$ cat config.mk
export PLATFORM = sky130hd
export DESIGN_NAME = dvp_pixel_tx
export DESIGN_NICKNAME = d
export VERILOG_FILES = /design/src/rtl/dvp_pkg.sv /design/src/rtl/dvp_tx_timing.sv /design/src/rtl/dvp_pixel_tx.sv
export SDC_FILE = /design/constraint.sdc
export NUM_CORES = 1
export LEC_CHECK = 0
export ABC_AREA = 1
export ABC_CLOCK_PERIOD_IN_PS = 3100
export CELL_PAD_IN_SITES_DETAIL_PLACEMENT = 1
export CELL_PAD_IN_SITES_GLOBAL_PLACEMENT = 1
export CORE_MARGIN = 4
export CORE_UTILIZATION = 46
export CTS_BUF_LIST = sky130_fd_sc_hd__clkbuf_8
export DETAILED_ROUTE_END_ITERATION = 10
export PLACE_DENSITY = 0.91
export SLEW_MARGIN = 20
export SYNTH_ARGS = -nofsm -noshare
export SYNTH_HDL_FRONTEND = slang
export SYNTH_SLANG_ARGS = --single-unit
$ cat constraint.sdc
create_clock -name clk -period 3.1 [get_ports clk]
set_input_delay 0.31 -clock clk [delete_from_list [all_inputs] [get_ports clk]]
set_output_delay 0.31 -clock clk [all_outputs]
set_load 0.01 [all_outputs]
$ cat src/rtl/dvp_pkg.sv
// Shared DVP definitions: FSM state encoding, default video timing and the
// sync-signal bundle used by both the TX and RX paths.
package dvp_pkg;

    localparam int unsigned DVP_DATA_W_DEF  = 8;
    localparam int unsigned RGB_PXL_W_DEF   = 16;
    localparam int unsigned H_ACTIVE_DEF    = 640;
    localparam int unsigned V_ACTIVE_DEF    = 480;
    localparam int unsigned H_BLANK_DEF     = 144;
    localparam int unsigned HSYNC_W_DEF     = 64;
    localparam int unsigned VSYNC_LINES_DEF = 3;
    localparam int unsigned VBP_LINES_DEF   = 17;
    localparam int unsigned VFP_LINES_DEF   = 10;

    localparam int unsigned ST_W = 3;
    localparam logic [ST_W-1:0] ST_IDLE   = 3'd0;
    localparam logic [ST_W-1:0] ST_VSYNC  = 3'd1;
    localparam logic [ST_W-1:0] ST_VBP    = 3'd2;
    localparam logic [ST_W-1:0] ST_ACTIVE = 3'd3;
    localparam logic [ST_W-1:0] ST_VFP    = 3'd4;

    typedef struct packed {
        logic vsync;
        logic hsync;
        logic href;
    } dvp_sync_t;

    function automatic int unsigned max_u(input int unsigned a, input int unsigned b);
        return (a > b) ? a : b;
    endfunction

endpackage

$ cat src/rtl/dvp_tx_timing.sv
// DVP transmit timing: pclk divider, horizontal/line counters, frame FSM and
// registered sync outputs. Everything advances only on pclk falling edges.
module dvp_tx_timing
    import dvp_pkg::*;
#(
    parameter int unsigned H_ACTIVE    = H_ACTIVE_DEF,
    parameter int unsigned V_ACTIVE    = V_ACTIVE_DEF,
    parameter int unsigned H_BLANK     = H_BLANK_DEF,
    parameter int unsigned HSYNC_W     = HSYNC_W_DEF,
    parameter int unsigned VSYNC_LINES = VSYNC_LINES_DEF,
    parameter int unsigned VBP_LINES   = VBP_LINES_DEF,
    parameter int unsigned VFP_LINES   = VFP_LINES_DEF
) (
    input  logic      clk,
    input  logic      rst_n,
    input  logic      start_i,
    output logic      pclk_o,
    output logic      pxl_slot_o,
    output logic      href_nxt_o,
    output logic      odd_nxt_o,
    output dvp_sync_t sync_o,
    output logic      frame_done_o
);

    localparam int unsigned H_TOTAL   = 2 * H_ACTIVE + H_BLANK;
    localparam int unsigned H_W       = $clog2(H_TOTAL);
    localparam int unsigned MAX_LINES = max_u(max_u(V_ACTIVE, VSYNC_LINES),
                                              max_u(VBP_LINES, VFP_LINES));
    localparam int unsigned L_W       = $clog2(MAX_LINES) + 1;

    localparam logic [H_W-1:0] H_LAST  = H_W'(H_TOTAL - 1);
    localparam logic [H_W-1:0] ACT_END = H_W'(2 * H_ACTIVE);
    localparam logic [H_W-1:0] HS_END  = H_W'(2 * H_ACTIVE + HSYNC_W - 1);

    logic            pclk_q, pclk_d;
    logic [ST_W-1:0] state_q, state_d;
    logic [H_W-1:0]  h_cnt_q, h_cnt_d;
    logic [L_W-1:0]  line_q, line_d, line_last;
    logic            done_q, done_d;
    dvp_sync_t       sync_q, sync_d;

    always_comb begin
        case (state_q)
            ST_VSYNC:  line_last = L_W'(VSYNC_LINES - 1);
            ST_VBP:    line_last = L_W'(VBP_LINES - 1);
            ST_ACTIVE: line_last = L_W'(V_ACTIVE - 1);
            default:   line_last = L_W'(VFP_LINES - 1);
        endcase
    end

    // pclk_q high means the coming clk edge is the pclk falling edge.
    always_comb begin
        pclk_d  = ~pclk_q;
        state_d = state_q;
        h_cnt_d = h_cnt_q;
        line_d  = line_q;
        done_d  = 1'b0;
        if (pclk_q) begin
            if (state_q == ST_IDLE) begin
                if (start_i) begin
                    state_d = ST_VSYNC;
                end
            end else if (h_cnt_q != H_LAST) begin
                h_cnt_d = h_cnt_q + 1'b1;
            end else begin
                h_cnt_d = '0;
                if (line_q != line_last) begin
                    line_d = line_q + 1'b1;
                end else begin
                    line_d = '0;
                    case (state_q)
                        ST_VSYNC:  state_d = ST_VBP;
                        ST_VBP:    state_d = ST_ACTIVE;
                        ST_ACTIVE: state_d = ST_VFP;
                        default: begin
                            state_d = start_i ? ST_VSYNC : ST_IDLE;
                            done_d  = 1'b1;
                        end
                    endcase
                end
            end
        end

        // Decoded from next state so the pins are registered with no extra latency.
        sync_d.vsync = (state_d == ST_VSYNC);
        sync_d.hsync = (state_d != ST_IDLE) && (h_cnt_d >= ACT_END) && (h_cnt_d <= HS_END);
        sync_d.href  = (state_d == ST_ACTIVE) && (h_cnt_d < ACT_END);
    end

    always_ff @(posedge clk or negedge rst_n) begin
        if (!rst_n) begin
            pclk_q  <= 1'b0;
            state_q <= ST_IDLE;
            h_cnt_q <= '0;
            line_q  <= '0;
            done_q  <= 1'b0;
            sync_q  <= '0;
        end else begin
            pclk_q  <= pclk_d;
            state_q <= state_d;
            h_cnt_q <= h_cnt_d;
            line_q  <= line_d;
            done_q  <= done_d;
            sync_q  <= sync_d;
        end
    end

    assign pclk_o       = pclk_q;
    assign pxl_slot_o   = pclk_q && sync_d.href && !h_cnt_d[0];
    assign href_nxt_o   = sync_d.href;
    assign odd_nxt_o    = h_cnt_d[0];
    assign sync_o       = sync_q;
    assign frame_done_o = done_q;

endmodule

$ cat src/rtl/dvp_pixel_tx.sv
// RGB565 to 8-bit DVP transmitter: pixel handshake and high/low byte mux on
// top of the shared timing generator.
module dvp_pixel_tx
    import dvp_pkg::*;
#(
    parameter int unsigned DVP_DATA_W  = DVP_DATA_W_DEF,
    parameter int unsigned RGB_PXL_W   = RGB_PXL_W_DEF,
    parameter int unsigned H_ACTIVE    = H_ACTIVE_DEF,
    parameter int unsigned V_ACTIVE    = V_ACTIVE_DEF,
    parameter int unsigned H_BLANK     = H_BLANK_DEF,
    parameter int unsigned HSYNC_W     = HSYNC_W_DEF,
    parameter int unsigned VSYNC_LINES = VSYNC_LINES_DEF,
    parameter int unsigned VBP_LINES   = VBP_LINES_DEF,
    parameter int unsigned VFP_LINES   = VFP_LINES_DEF
) (
    input  logic                  clk,
    input  logic                  rst_n,
    input  logic                  start_i,
    input  logic [RGB_PXL_W-1:0]  rgb_pxl_i,
    input  logic                  rgb_pxl_vld_i,
    output logic                  rgb_pxl_rdy_o,
    output logic                  dvp_pclk_o,
    output logic [DVP_DATA_W-1:0] dvp_d_o,
    output logic                  dvp_href_o,
    output logic                  dvp_vsync_o,
    output logic                  dvp_hsync_o,
    output logic                  frame_done_o,
    output logic                  underrun_o
);

    dvp_sync_t             sync;
    logic                  pxl_slot;
    logic                  href_nxt;
    logic                  odd_nxt;
    logic [DVP_DATA_W-1:0] hi_q, hi_d;
    logic [DVP_DATA_W-1:0] lo_q, lo_d;
    logic [DVP_DATA_W-1:0] d_q, d_d;
    logic                  underrun_q, underrun_d;

    dvp_tx_timing #(
        .H_ACTIVE    (H_ACTIVE),
        .V_ACTIVE    (V_ACTIVE),
        .H_BLANK     (H_BLANK),
        .HSYNC_W     (HSYNC_W),
        .VSYNC_LINES (VSYNC_LINES),
        .VBP_LINES   (VBP_LINES),
        .VFP_LINES   (VFP_LINES)
    ) u_timing (
        .clk          (clk),
        .rst_n        (rst_n),
        .start_i      (start_i),
        .pclk_o       (dvp_pclk_o),
        .pxl_slot_o   (pxl_slot),
        .href_nxt_o   (href_nxt),
        .odd_nxt_o    (odd_nxt),
        .sync_o       (sync),
        .frame_done_o (frame_done_o)
    );

    // A missing pixel is replaced by zeros so line timing never stalls.
    always_comb begin
        hi_d       = hi_q;
        lo_d       = lo_q;
        underrun_d = underrun_q;
        if (pxl_slot) begin
            if (rgb_pxl_vld_i) begin
                hi_d = rgb_pxl_i[2*DVP_DATA_W-1:DVP_DATA_W];
                lo_d = rgb_pxl_i[DVP_DATA_W-1:0];
            end else begin
                hi_d       = '0;
                lo_d       = '0;
                underrun_d = 1'b1;
            end
        end
        d_d = href_nxt ? (odd_nxt ? lo_d : hi_d) : '0;
    end

    always_ff @(posedge clk or negedge rst_n) begin
        if (!rst_n) begin
            hi_q       <= '0;
            lo_q       <= '0;
            d_q        <= '0;
            underrun_q <= 1'b0;
        end else begin
            hi_q       <= hi_d;
            lo_q       <= lo_d;
            d_q        <= d_d;
            underrun_q <= underrun_d;
        end
    end

    assign rgb_pxl_rdy_o = pxl_slot;
    assign dvp_d_o       = d_q;
    assign dvp_href_o    = sync.href;
    assign dvp_vsync_o   = sync.vsync;
    assign dvp_hsync_o   = sync.hsync;
    assign underrun_o    = underrun_q;

endmodule

==> results of run 1 <==
-- cells in the mapped netlist (4+ instances only) --
cell type	number	share of area
sky130_fd_sc_hd__inv_1	53	0.070
sky130_fd_sc_hd__inv_2	10	0.013
sky130_fd_sc_hd__o21ai_0	11	0.019
sky130_fd_sc_hd__nand4_1	7	0.015
sky130_fd_sc_hd__nand2_2	4	0.0088
sky130_fd_sc_hd__nand3_1	29	0.051
sky130_fd_sc_hd__nand2_1	99	0.13
sky130_fd_sc_hd__dfrtp_1	54	0.47
sky130_fd_sc_hd__o21ai_1	9	0.016
sky130_fd_sc_hd__nor2_1	41	0.054
sky130_fd_sc_hd__a21oi_1	6	0.011
sky130_fd_sc_hd__nor3_1	12	0.021
sky130_fd_sc_hd__nand3_2	4	0.014
-- layout by cell type, fill, tap and decap left out, drive strengths merged, types with 2 or more instances in the layout --
master / synthesis / routed
a21oi: 8 / 8
buf: 4 / 6
clkbuf: 2 / 5
clkdlybuf4s50: 0 / 32
dfrtp: 54 / 54
ha: 2 / 2
inv: 63 / 64
nand2: 105 / 105
nand3: 34 / 34
nand4: 9 / 9
nor2: 47 / 47
nor3: 12 / 12
o21ai: 21 / 21
xor2: 3 / 3
-- state kept, by name, indices dropped and copies added (netlist names) --
| name | flops |
|---|---|
| u_timing.h_cnt_q | 11 |
| u_timing.line_q | 10 |
| underrun_o | 1 |
| dvp_d_o | 8 |
| lo_q | 8 |
| u_timing.frame_done_o | 1 |
| u_timing.sync_o | 3 |
| u_timing.pclk_o | 1 |
| u_timing.state_q | 3 |
| hi_q | 8 |
-- stage by stage --
| stage | area (um^2) | util | worst slack, ns | hold slack (ns) |
|---|---|---|---|---|
| 2_1_floorplan | 2860 | - | 0.900 | 0.0144 |
| 3_3_place_gp | 3270 | 0.550 | 0.501 | 0.382 |
| 3_5_place_dp | 3270 | 0.550 | 0.379 | 0.393 |
| 4_1_cts | 3370 | 0.565 | 0.0266 | 0.0520 |
| 5_1_grt | 3410 | 0.573 | 0.228 | 0.0742 |
| 6_report | 3410 | 0.573 | 0.421 | 0.0354 |
-- cell families (layout without fill, tap and decap cells) --
| family | Yosys count | after routing | synth area share |
|---|---|---|---|
| adders and majority gates | 2 | 2 | 0.00876 |
| buffers and inverters | 69 | 109 | 0.0947 |
| DFF | 54 | 54 | 0.473 |
| xor gates and xnor gates | 3 | 3 | 0.00920 |
| and+or+nand+nor | 210 | 210 | 0.348 |
| AOI/OAI and AO/OA | 33 | 33 | 0.0657 |
-- power by group --
group / leakage (nW) / switching [mW] / internal, mW
registers: 0.728 / 0 / 0.704
clock network: 0.0444 / 0.236 / 0.157
logic: 0.994 / 0.0248 / 0.0238
-- metal layers --
layer	up-vias	part of all wire	global-route usage
li1	1234	-	-
met1	1236	0.42	0.255
met2	55	0.52	0.395
met3	18	0.031	0.0342
met4	0	0.026	0.0822
met5	-	0	0
-- timing repair --
action	CTS	global route
pin swaps	0	3
setup buffers	0	2
hold buffers	0	0
endpoints found under the setup margin	1	1
resized for setup	2	12
-- path summary, 6_finish.rpt --
path                       depth (start not counted)  slack (ns)                           from                             to
setup / recovery                                  13        0.42  u_timing.h_cnt_q[0]$_DFF_PN0_                  rgb_pxl_rdy_o
hold / removal                                     1        0.04                          rst_n              lo_q[3]$_DFF_PN0_
setup reg to reg                                  16        0.56  u_timing.h_cnt_q[0]$_DFF_PN0_           dvp_d_o[4]$_DFF_PN0_
hold reg to reg                                    2        0.48              hi_q[2]$_DFF_PN0_              hi_q[2]$_DFF_PN0_
max in group asynchronous                          2        2.25                          rst_n  u_timing.state_q[2]$_DFF_PN0_
min in group clk                                   2        0.48              hi_q[2]$_DFF_PN0_              hi_q[2]$_DFF_PN0_
-- layout make-up --
class / instances / area [um^2] / share of cell area
Clock buffer: 5 / 68.8 / 0.0202
Clock inverter: 2 / 13.8 / 0.00404
Inverter: 63 / 239 / 0.0701
Multi-Input combinational cell: 248 / 1270 / 0.372
Sequential cell: 54 / 1350 / 0.397
Tap cell: 75 / 93.8 / 0.0275
Timing Repair Buffer: 39 / 375 / 0.110
==> metrics list, run 1 <==
* Result of the run: completed
* Total via count after detailed routing: 2,543
* Number of setup violations in the final report: 0
* Final worst path period need: 2.68 ns
* Final Hold Violating Endpoints: 0
* Clock skew: 0.00828 ns
* Post-placement cell count: 477
- STA classifies the critical path endpoint as an output port.
- From synthesis to final layout, the design area changed by 19.5%.
- The die is 86.8 um tall.
- For the final routed database, the setup TNS stands at 0 ns.
- In this design, the largest share of critical-path delay is due to simple AND/OR/NAND/NOR gates.
- CTS HTree Levels: 2
- Setup repair after global routing missed its margin: false
- Quantity of I/O buffers inserted on ports: 34
- Initial core utilization: 0.479
- On the worst path, the slowest cell contributes a delay of 0.40 ns.
* Source-to-sink clock delay at the later pin of the worst-skew pair: 0.31 ns
- After filler insertion, the fill cell instance count of the layout stands at 757.
- Clk buf depth: 2
* Cell-by-cell listing of the critical path: ha_2 > nand2_1 > inv_1 > nand2_1 > nor2_2 > nand3_1 > o21ai_1 > nand2_2 > a21oi_2 > nor2_4 > nand4_4 > inv_1 > dlymetal6s2s_1
- Number of buffers added by the clock tree synthesis step: 5
* Worst-margin pin slew: 0.684 ns
- STA classifies the critical path startpoint as a register.
- Clock-pin slew was measured on the worst setup and hold paths at 0.10 ns.
- After legalization and detailed placement, the total HPWL measured 5.73 mm.
* Final Wtd Congestion: 0.870
- After the first detailed-routing iteration, the DRC count stood at 63.
- The number of nets in the synthesized netlist is 393.
* Wire length per cell: 15.7 um
- Post-Synthesis Cell Area: 2860 um^2
* Final critical-path share of the clock period: 0.864
* Pin count of the biggest net entering global routing: 31
- I/O pin count: 35
- Post-synth EDFFs: 0
- The clock net in this run drives a total of 54 sinks.
- For this design, the slowest cell found on the critical path is sky130_fd_sc_hd__dfrtp_1.
- Class of the tightest hold or removal check: input port to asynchronous set/reset pin
- Layout Nets: 433
* Die Footprint: 7530 um^2
* Critical path data required time: 2.79 ns
* Detailed-route wire length: 7.63 mm
- For this run the aggregate overflow at the end of global routing stands at 0.
* Area of the placeable core: 5960 um^2
- Post-layout power: 1.15 mW
- By startpoint and endpoint, the worst setup path is classified as register to output port.
* Max transition margin: 0.544
* Clock tree from TritonCTS: built
* Total of max-cap violations: 0
- Leakage Power: 1.77 nW
- The worst-case IR drop observed on VDD is 0.242 mV.
- Cell Rows: 28
- Counting both buffers and inverters, the worst setup path holds a total of 3.
- Number of non-filler instances in the completed layout: 486
- The number of global-route vias before repair came to 2,735.
- Wire length of the first global-routing pass: 12.9 mm
* Combined global-route utilization of all metal layers: 0.218
- Gate count after technology mapping: 371
- Commonest register cell after synthesis: sky130_fd_sc_hd__dfrtp_1
- Antenna Violating Nets Remaining: 0
- After detailed routing, the number of vias per cell comes to 5.23.
- Ant diodes: 0
- Number of pins with negative max-slew slack in the final report: 0
* Max FO, Critical Path: 3
- In this run, synthesis produced a sequential element count of 54.
- FFs w/ async S/R, synth: 1.00
- Power spread over the standard cell area amounts to 336 nW/um^2.
- In the final layout, the share of cells above drive strength 1 is 0.131.
- The share of the Yosys chip area taken by registers is 0.473.
- Average size of a mapped cell: 7.70 um^2
* Total of warnings raised by yosys: 0
* Number of antenna violations at the first check in global routing: 0
- The tree is rooted in a sky130_fd_sc_hd__clkbuf_8.
- In the routed design, unresolved DRC markers number 0.
* Number of library cell types mapped by synthesis: 34
* Die Width: 86.8 um
- Achievable frequency: 373 MHz
* Signal arrival time at the worst endpoint: 2.37 ns
* 1st-pass router iterations: 4
No activity file was read; power rests on OpenSTA's default activity.
==> inputs of run 2 (changes only) <==
--- a/config.mk
+++ b/config.mk
@@ -6,14 +6,13 @@
 export NUM_CORES = 1
 export LEC_CHECK = 0
 export ABC_AREA = 1
-export ABC_CLOCK_PERIOD_IN_PS = 3100
-export CELL_PAD_IN_SITES_DETAIL_PLACEMENT = 1
-export CELL_PAD_IN_SITES_GLOBAL_PLACEMENT = 1
+export ABC_CLOCK_PERIOD_IN_PS = 2900
 export CORE_MARGIN = 4
-export CORE_UTILIZATION = 46
+export CORE_UTILIZATION = 58
 export CTS_BUF_LIST = sky130_fd_sc_hd__clkbuf_8
 export DETAILED_ROUTE_END_ITERATION = 10
-export PLACE_DENSITY = 0.91
+export PLACE_DENSITY = 0.86
+export SETUP_SLACK_MARGIN = 0.02
 export SLEW_MARGIN = 20
 export SYNTH_ARGS = -nofsm -noshare
 export SYNTH_HDL_FRONTEND = slang
==> constraint.sdc (replaced) <==
create_clock -name clk -period 2.9 [get_ports clk]
set_input_delay 0.29 -clock clk [delete_from_list [all_inputs] [get_ports clk]]
set_output_delay 0.29 -clock clk [all_outputs]
set_load 0.01 [all_outputs]
==> run 2 against run 1 <==
Clock power increased by 15%. Clock skew is 0.0036 ns higher. First-iteration DRC count rose to 4.3 times the previous value. Sequential power grew 6.8%. Cell count fell by 1.0%. Combinational power is 7.6% higher. Sequential share of layout area shrank 0.33 points. Highest routed layer unchanged.
==> metrics list, run 2 (same netlist as run 1, synthesis figures left out) <==
- In this run the critical register-to-register path is launched from u_timing.state_q[0]$_DFF_PN0_.
* Detailed-route wire length: 6.19 mm
* Total congestion overflow after global routing: 0
- Final design area excluding fillers: 3440 um^2
* Result of the run: completed
* Top cell by count, worst path: sky130_fd_sc_hd__nand2_1
* Register-to-Register Path Depth: 17
- Summing all flip-flop and latch instances after layout gives 1350 um^2.
- In this run the worst path has a maximum fanout of 5.
- Detailed placement ended at an HPWL of 4.67 mm.
- Type of origin of the critical path: register
* Number of non-filler instances in the completed layout: 481
* Number of flip-flops in the largest register: 11
* Largest registers: u_timing.h_cnt_q x11, u_timing.line_q x10
- In this run the most used layer during global routing was met2.
- Signal arrival time at the worst endpoint: 2.39 ns
* Total of max-cap violations: 0
* Pin count of the biggest net entering global routing: 26
- The setup path with the least slack is of type register to output port.
* Die Width: 78.2 um
- Clock-pin slew was measured on the worst setup and hold paths at 0.10 ns.
- Pin placement for this block handled 35 I/O pins.
* # clock sinks: 54
* Detail-routed via count per cell: 5.33
- The largest individual stage delay along the critical path comes from the cell sky130_fd_sc_hd__dfrtp_1.
- Area of the multi-input gates: 1280 um^2
- Terminus of the critical flop-to-flop path: dvp_d_o[7]$_DFF_PN0_
* Stage delay of the slowest cell on the critical path: 0.47 ns
* Worst-margin pin slew: 0.535 ns
- Total via count after detailed routing: 2,564
- Counting along the longest clock path gives a buffer depth of 2.
- The first routing iteration left 268 violations.
* Syn-to-layout area delta: 20.5%
- Critical path data required time: 2.61 ns
- Dividing total power by cell area gives a power density of 365 nW/um^2.
- Filler Cells Inserted: 365
- Setup WS post-layout: 0.215 ns
- Die Footprint: 6110 um^2
- Wire length per cell: 12.9 um
* Antenna Violating Nets Remaining: 0
- Class of the tightest hold or removal check: input port to asynchronous set/reset pin
- Clock tree from TritonCTS: built
- In this run, placement finished with an instance count of 471.
* Number of setup violations in the final report: 0
- The congestion estimate from routability-driven global placement came to 0.883.
* Number of antenna violations at the first check in global routing: 0
- Peak supply drop: 0.297 mV
* Cell area reported after detailed placement: 3280 um^2
- Leading cell types in the layout, fill and taps excluded: 97 x sky130_fd_sc_hd__nand2_1, 53 x sky130_fd_sc_hd__inv_1, 53 x sky130_fd_sc_hd__dfrtp_1
- Final hold analysis gives a worst-case slack of 0.469 ns.
- For this run, global-route usage on met1 was measured as 0.264.
- Cell chosen for the clock root: sky130_fd_sc_hd__clkbuf_8
- Ant diodes: 0
* Number of buffers added by the clock tree synthesis step: 5
- Layout Nets: 435
- Wire length of the first global-routing pass: 10.8 mm
* Register bank with the most flops: u_timing.h_cnt_q
* R2R setup slack: 0.48 ns
* Post-layout power: 1.25 mW
- Source-to-sink clock delay at the later pin of the worst-skew pair: 0.32 ns
- Clock skew: 0.0118 ns
- Area of the placeable core: 4750 um^2
- 1st-pass router iterations: 5
- The library cell used most frequently in the layout, excluding fill and tap cells, is sky130_fd_sc_hd__nand2_1.
- Achievable frequency: 372 MHz
- Row generation in the floorplan step produced 25 rows.
* Crit. End Element: output port
- Grt met2 use: 0.376
* Vias in the first global route: 2,509
* Max transition margin: 0.642
- DRC violations left: 0
* Cell-by-cell listing of the critical path: inv_2 > nand2_1 > nand3_2 > o21ai_4 > nand3_2 > nor2_2 > nand2_1 > nand2_1 > nand2_2 > nor2_4 > nand4_4 > inv_1 > dlygate4sd2_1
* Combined global-route utilization of all metal layers: 0.223
- Worst setup slack after placement: 0.225 ns
- The H-tree was split into 2 levels.
- Initial core utilization: 0.601
- The smallest clock period supported by the final layout is computed as 2.68 ns.
- Final Hold Violating Endpoints: 0
- In the final layout, the share of cells above drive strength 1 is 0.133.
- Leakage Power: 1.77 nW
* Number of pins with negative max-slew slack in the final report: 0
* Grt met3 use: 0.0459
* Final critical-path share of the clock period: 0.926
* Quantity of I/O buffers inserted on ports: 34
- In this run the vertical extent of the chip is 78.2 um.
[run 2: repair_timing]
item,CTS,global route
pin swaps,2,4
cloned,0,0
hold endpoints to repair,21,0
endpoints found under the setup margin,1,1
buffers inserted,0,1
resized for setup,6,7
hold buffers,1,0
[run 2: worst max path at each step]
stage,from,to,slack (ns),depth (start not counted)
global route,u_timing.h_cnt_q[1]$_DFF_PN0_,rgb_pxl_rdy_o,-0.02,13
floorplan,u_timing.h_cnt_q[1]$_DFF_PN0_,rgb_pxl_rdy_o,0.72,12
detailed placement,u_timing.h_cnt_q[1]$_DFF_PN0_,rgb_pxl_rdy_o,0.22,12
CTS,u_timing.h_cnt_q[1]$_DFF_PN0_,rgb_pxl_rdy_o,0.22,14
finish,u_timing.state_q[0]$_DFF_PN0_,rgb_pxl_rdy_o,0.22,13
global placement,u_timing.state_q[2]$_DFF_PN0_,rgb_pxl_rdy_o,0.34,14
[run 2: layer usage]
layer,share of wire,up-vias
met5,0,-
met4,0.036,0
met3,0.064,22
met2,0.49,102
met1,0.41,1193
li1,-,1247
[run 2: area by class of cell]
cell class | count | area share
clock buffers | 6 | 0.0240
clock inverters | 2 | 0.00473
inverters | 63 | 0.0695
multi-input cells | 248 | 0.371
flip-flops and latches | 54 | 0.393
well taps | 67 | 0.0244
repair buffers | 41 | 0.113
[run 2: where the power goes]
group	total [mW]	internal, mW	switching (mW)
logic	0.0524	0.0272	0.0252
clock network	0.450	0.197	0.253
registers	0.752	0.752	0
[run 2: metrics by stage]
| stage | TNS, ns | util |
|---|---|---|
| after floorplan | 0 | - |
| after global placement | 0 | 0.689 |
| after detailed placement | 0 | 0.689 |
| after CTS | 0 | 0.718 |
| after global routing | -0.0224 | 0.723 |
| final | 0 | 0.723 |
[run 2: worst max-delay path: cells and delay by family (launching register included)]
kind            cells  cell delay [ns]
simple gates        9             0.96
flops               1             0.47
buf+inv             3             0.44
compound gates      1             0.21
==> inputs of run 3 (changes only) <==
--- a/config.mk
+++ b/config.mk
@@ -11,6 +11,7 @@
 export CORE_UTILIZATION = 58
 export CTS_BUF_LIST = sky130_fd_sc_hd__clkbuf_8
 export DETAILED_ROUTE_END_ITERATION = 10
+export GPL_ROUTABILITY_DRIVEN = 0
 export PLACE_DENSITY = 0.86
 export SETUP_SLACK_MARGIN = 0.02
 export SLEW_MARGIN = 20
==> run 3 against run 2 <==
Power down 2.5%. Critical path type unchanged. Wire length fell by 3.9%. Non-clock buffer count rose by 1. Via count fell by 5.0%. Critical path depth rose by 1. Critical endpoint unchanged. Cell count unchanged. Utilization is 1.0 points lower. Clock power shrank 6.7%. Clock skew fell by 0.0047 ns.
==> metrics list, run 3 (same netlist as run 1, synthesis figures left out) <==
- The run finished with clean final reports.
- Buffers inserted to repair hold after CTS numbered 0.
- Across every metal layer, demand over resource in global routing totals 0.219.
- Vias in the first global route: 2,395
- Most common cell after layout, fill and taps aside: sky130_fd_sc_hd__nand2_1
- The longest clock path from root to sink contains 2 buffers.
- Leakage Power: 1.76 nW
- Areal power density over the cells: 360 nW/um^2
* Fraction of layout instances using a drive strength above 1: 0.130
* Top cell by count, worst path: sky130_fd_sc_hd__nand2_1
* Wire length per cell: 12.4 um
* Clock skew: 0.00714 ns
* Kind of cell adding the most delay to the critical path: simple AND/OR/NAND/NOR gates
- Met3 routed wirelength: 274 um
- Quantity of I/O buffers inserted on ports: 34
- Initial core utilization: 0.601
* Type of origin of the critical path: register
- In this run the register-to-register setup slack is 0.46 ns.
- Number of buffers and inverters on the critical path: 3
* Top routing layer in use: met4
* Layout Nets: 436
- Antenna Violating Nets Remaining: 0
* Max transition margin: 0.542
- CTS HTree Levels: 2
- The repair_antennas step left the layout with diodes totalling 0.
- Total congestion overflow after global routing: 0
- Entering global routing, the biggest net connects 33 pins.
- Number of antenna violations at the first check in global routing: 0
- Once placement completed, the tool counted placed cells totaling 469.
- Worst-margin pin slew: 0.687 ns
- The core region is 4750 um^2.
- Met1 Routed Length: 2.63 mm
* Filler Cells Inserted: 381
- For the worst flop-to-flop path, the logic depth is 16.
- Total of max-cap violations: 0
* Terminus of the critical flop-to-flop path: dvp_d_o[0]$_DFF_PN0_
- The wire-length estimate of the detail-placed layout is 4.46 mm.
- Cell area reported after detailed placement: 3260 um^2
* Crit. End Element: output port
* I/O pin count: 35
- Vertical die dimension: 78.2 um
- The routed design has 5.95 mm of wire.
- Die Footprint: 6110 um^2
* 1st-pass router iterations: 4
- Relative to the synthesized area, the layout overhead comes to 18.8%.
* Detailed router's first-iteration violation count: 189
- Timing analysis after detailed placement gives a worst setup slack of 0.221 ns.
- Die Width: 78.2 um
* Setup repair after global routing missed its margin: false
- Number of buffers added by the clock tree synthesis step: 5
- The finished cells cover 3390 um^2.
* RR Startpoint: u_timing.h_cnt_q[1]$_DFF_PN0_
- Counting every sink on the clock net gives 54.
- Final Hold Violating Endpoints: 0
- Category of the most critical setup path: register to output port
* CP max-delay cell: sky130_fd_sc_hd__dfrtp_1
* Largest registers: u_timing.h_cnt_q x11, u_timing.line_q x10
- STA puts the critical path data arrival time at 2.28 ns.
* Cell Rows: 25
- In the layout the commonest cells are 99 x sky130_fd_sc_hd__nand2_1, 53 x sky130_fd_sc_hd__inv_1, 52 x sky130_fd_sc_hd__dfrtp_1.
- u_timing.h_cnt_q holds more flip-flops than any other register.
- The first global-routing pass estimated 10.8 mm of wire.
- Number of setup violations in the final report: 0
* Final worst path period need: 2.57 ns
* Source-to-sink clock delay at the later pin of the worst-skew pair: 0.31 ns
* Final critical-path share of the clock period: 0.885
* Setup WS post-layout: 0.333 ns
* Stage delay of the slowest cell on the critical path: 0.39 ns
- In this run the worst path has a maximum fanout of 3.
- Number of non-filler instances in the completed layout: 481
* Number of flip-flops in the largest register: 11
- Walking the worst path, the cells encountered are ha_1 > nand2_1 > inv_1 > nand2_1 > nor2_1 > nand3_1 > nor2_1 > nand2_1 > nand2_1 > a21oi_2 > nor2_4 > nand4_4 > inv_1 > clkbuf_2.
* Critical path data required time: 2.61 ns
* Routed length on met2: 2.94 mm
- For this block, the via count after detailed routing is 2,437.
* Post-CTS clock slew at the launch and capture registers of the worst setup and hold paths: 0.10 ns
* Clock tree from TritonCTS: built
- The worst-case IR drop observed on VDD is 0.259 mV.
- DRC violations left: 0
* Cell chosen for the clock root: sky130_fd_sc_hd__clkbuf_8
- Class of the tightest hold or removal check: input port to asynchronous set/reset pin
- Setup total negative slack on the finished layout was measured at 0 ns.
- Detail-routed via count per cell: 5.07
- Achievable frequency: 390 MHz
- Number of pins with negative max-slew slack in the final report: 0
[run 3: worst max-delay path by stage]
| stage | start | to | slack [ns] | cells after the start |
|---|---|---|---|---|
| floorplan | u_timing.h_cnt_q[1]$_DFF_PN0_ | rgb_pxl_rdy_o | 0.72 | 12 |
| global placement | u_timing.h_cnt_q[1]$_DFF_PN0_ | rgb_pxl_rdy_o | 0.36 | 12 |
| detailed placement | u_timing.h_cnt_q[1]$_DFF_PN0_ | rgb_pxl_rdy_o | 0.22 | 12 |
| CTS | u_timing.h_cnt_q[1]$_DFF_PN0_ | rgb_pxl_rdy_o | 0.19 | 13 |
| global route | u_timing.state_q[2]$_DFF_PN0_ | rgb_pxl_rdy_o | 0.11 | 14 |
| finish | u_timing.h_cnt_q[1]$_DFF_PN0_ | rgb_pxl_rdy_o | 0.33 | 14 |
[run 3: metrics by stage]
step	utilization	hold WS, ns	power, mW
CTS	0.707	0.0339	1.24
detailed placement	0.686	0.378	0.819
global route	0.713	0.0754	1.28
finish	0.713	0.0145	1.22
global placement	0.686	0.372	0.819
floorplan	-	-0.00559	0.777
[run 3: metal layers]
| metal | GRT usage | vias up |
|---|---|---|
| met2 | 0.366 | 63 |
| met3 | 0.0390 | 11 |
| li1 | - | 1249 |
| met1 | 0.288 | 1114 |
| met4 | 0.0787 | 0 |
| met5 | 0 | - |
[run 3: cell type report]
class                      instances  area, um^2  share of cell area
sequential                        54        1350               0.399
multi-input combinational        248        1240               0.366
timing repair buffer              42         390               0.115
inverter                          63         236              0.0697
tap                               67        83.8              0.0247
clock buffer                       5        68.8              0.0203
clock inverter                     2        17.5             0.00516
[run 3: what timing repair did]
action	4_1_cts	5_1_grt
setup endpoints to repair	1	1
endpoints found under the hold margin	0	0
buffers inserted	1	4
resized for setup	2	5
[run 3: power by group]
group | internal [mW] | total [mW] | leakage, nW | switching, mW
Combinational | 0.0254 | 0.0502 | 0.992 | 0.0247
Sequential | 0.752 | 0.752 | 0.728 | 0
Clock | 0.172 | 0.420 | 0.0450 | 0.248
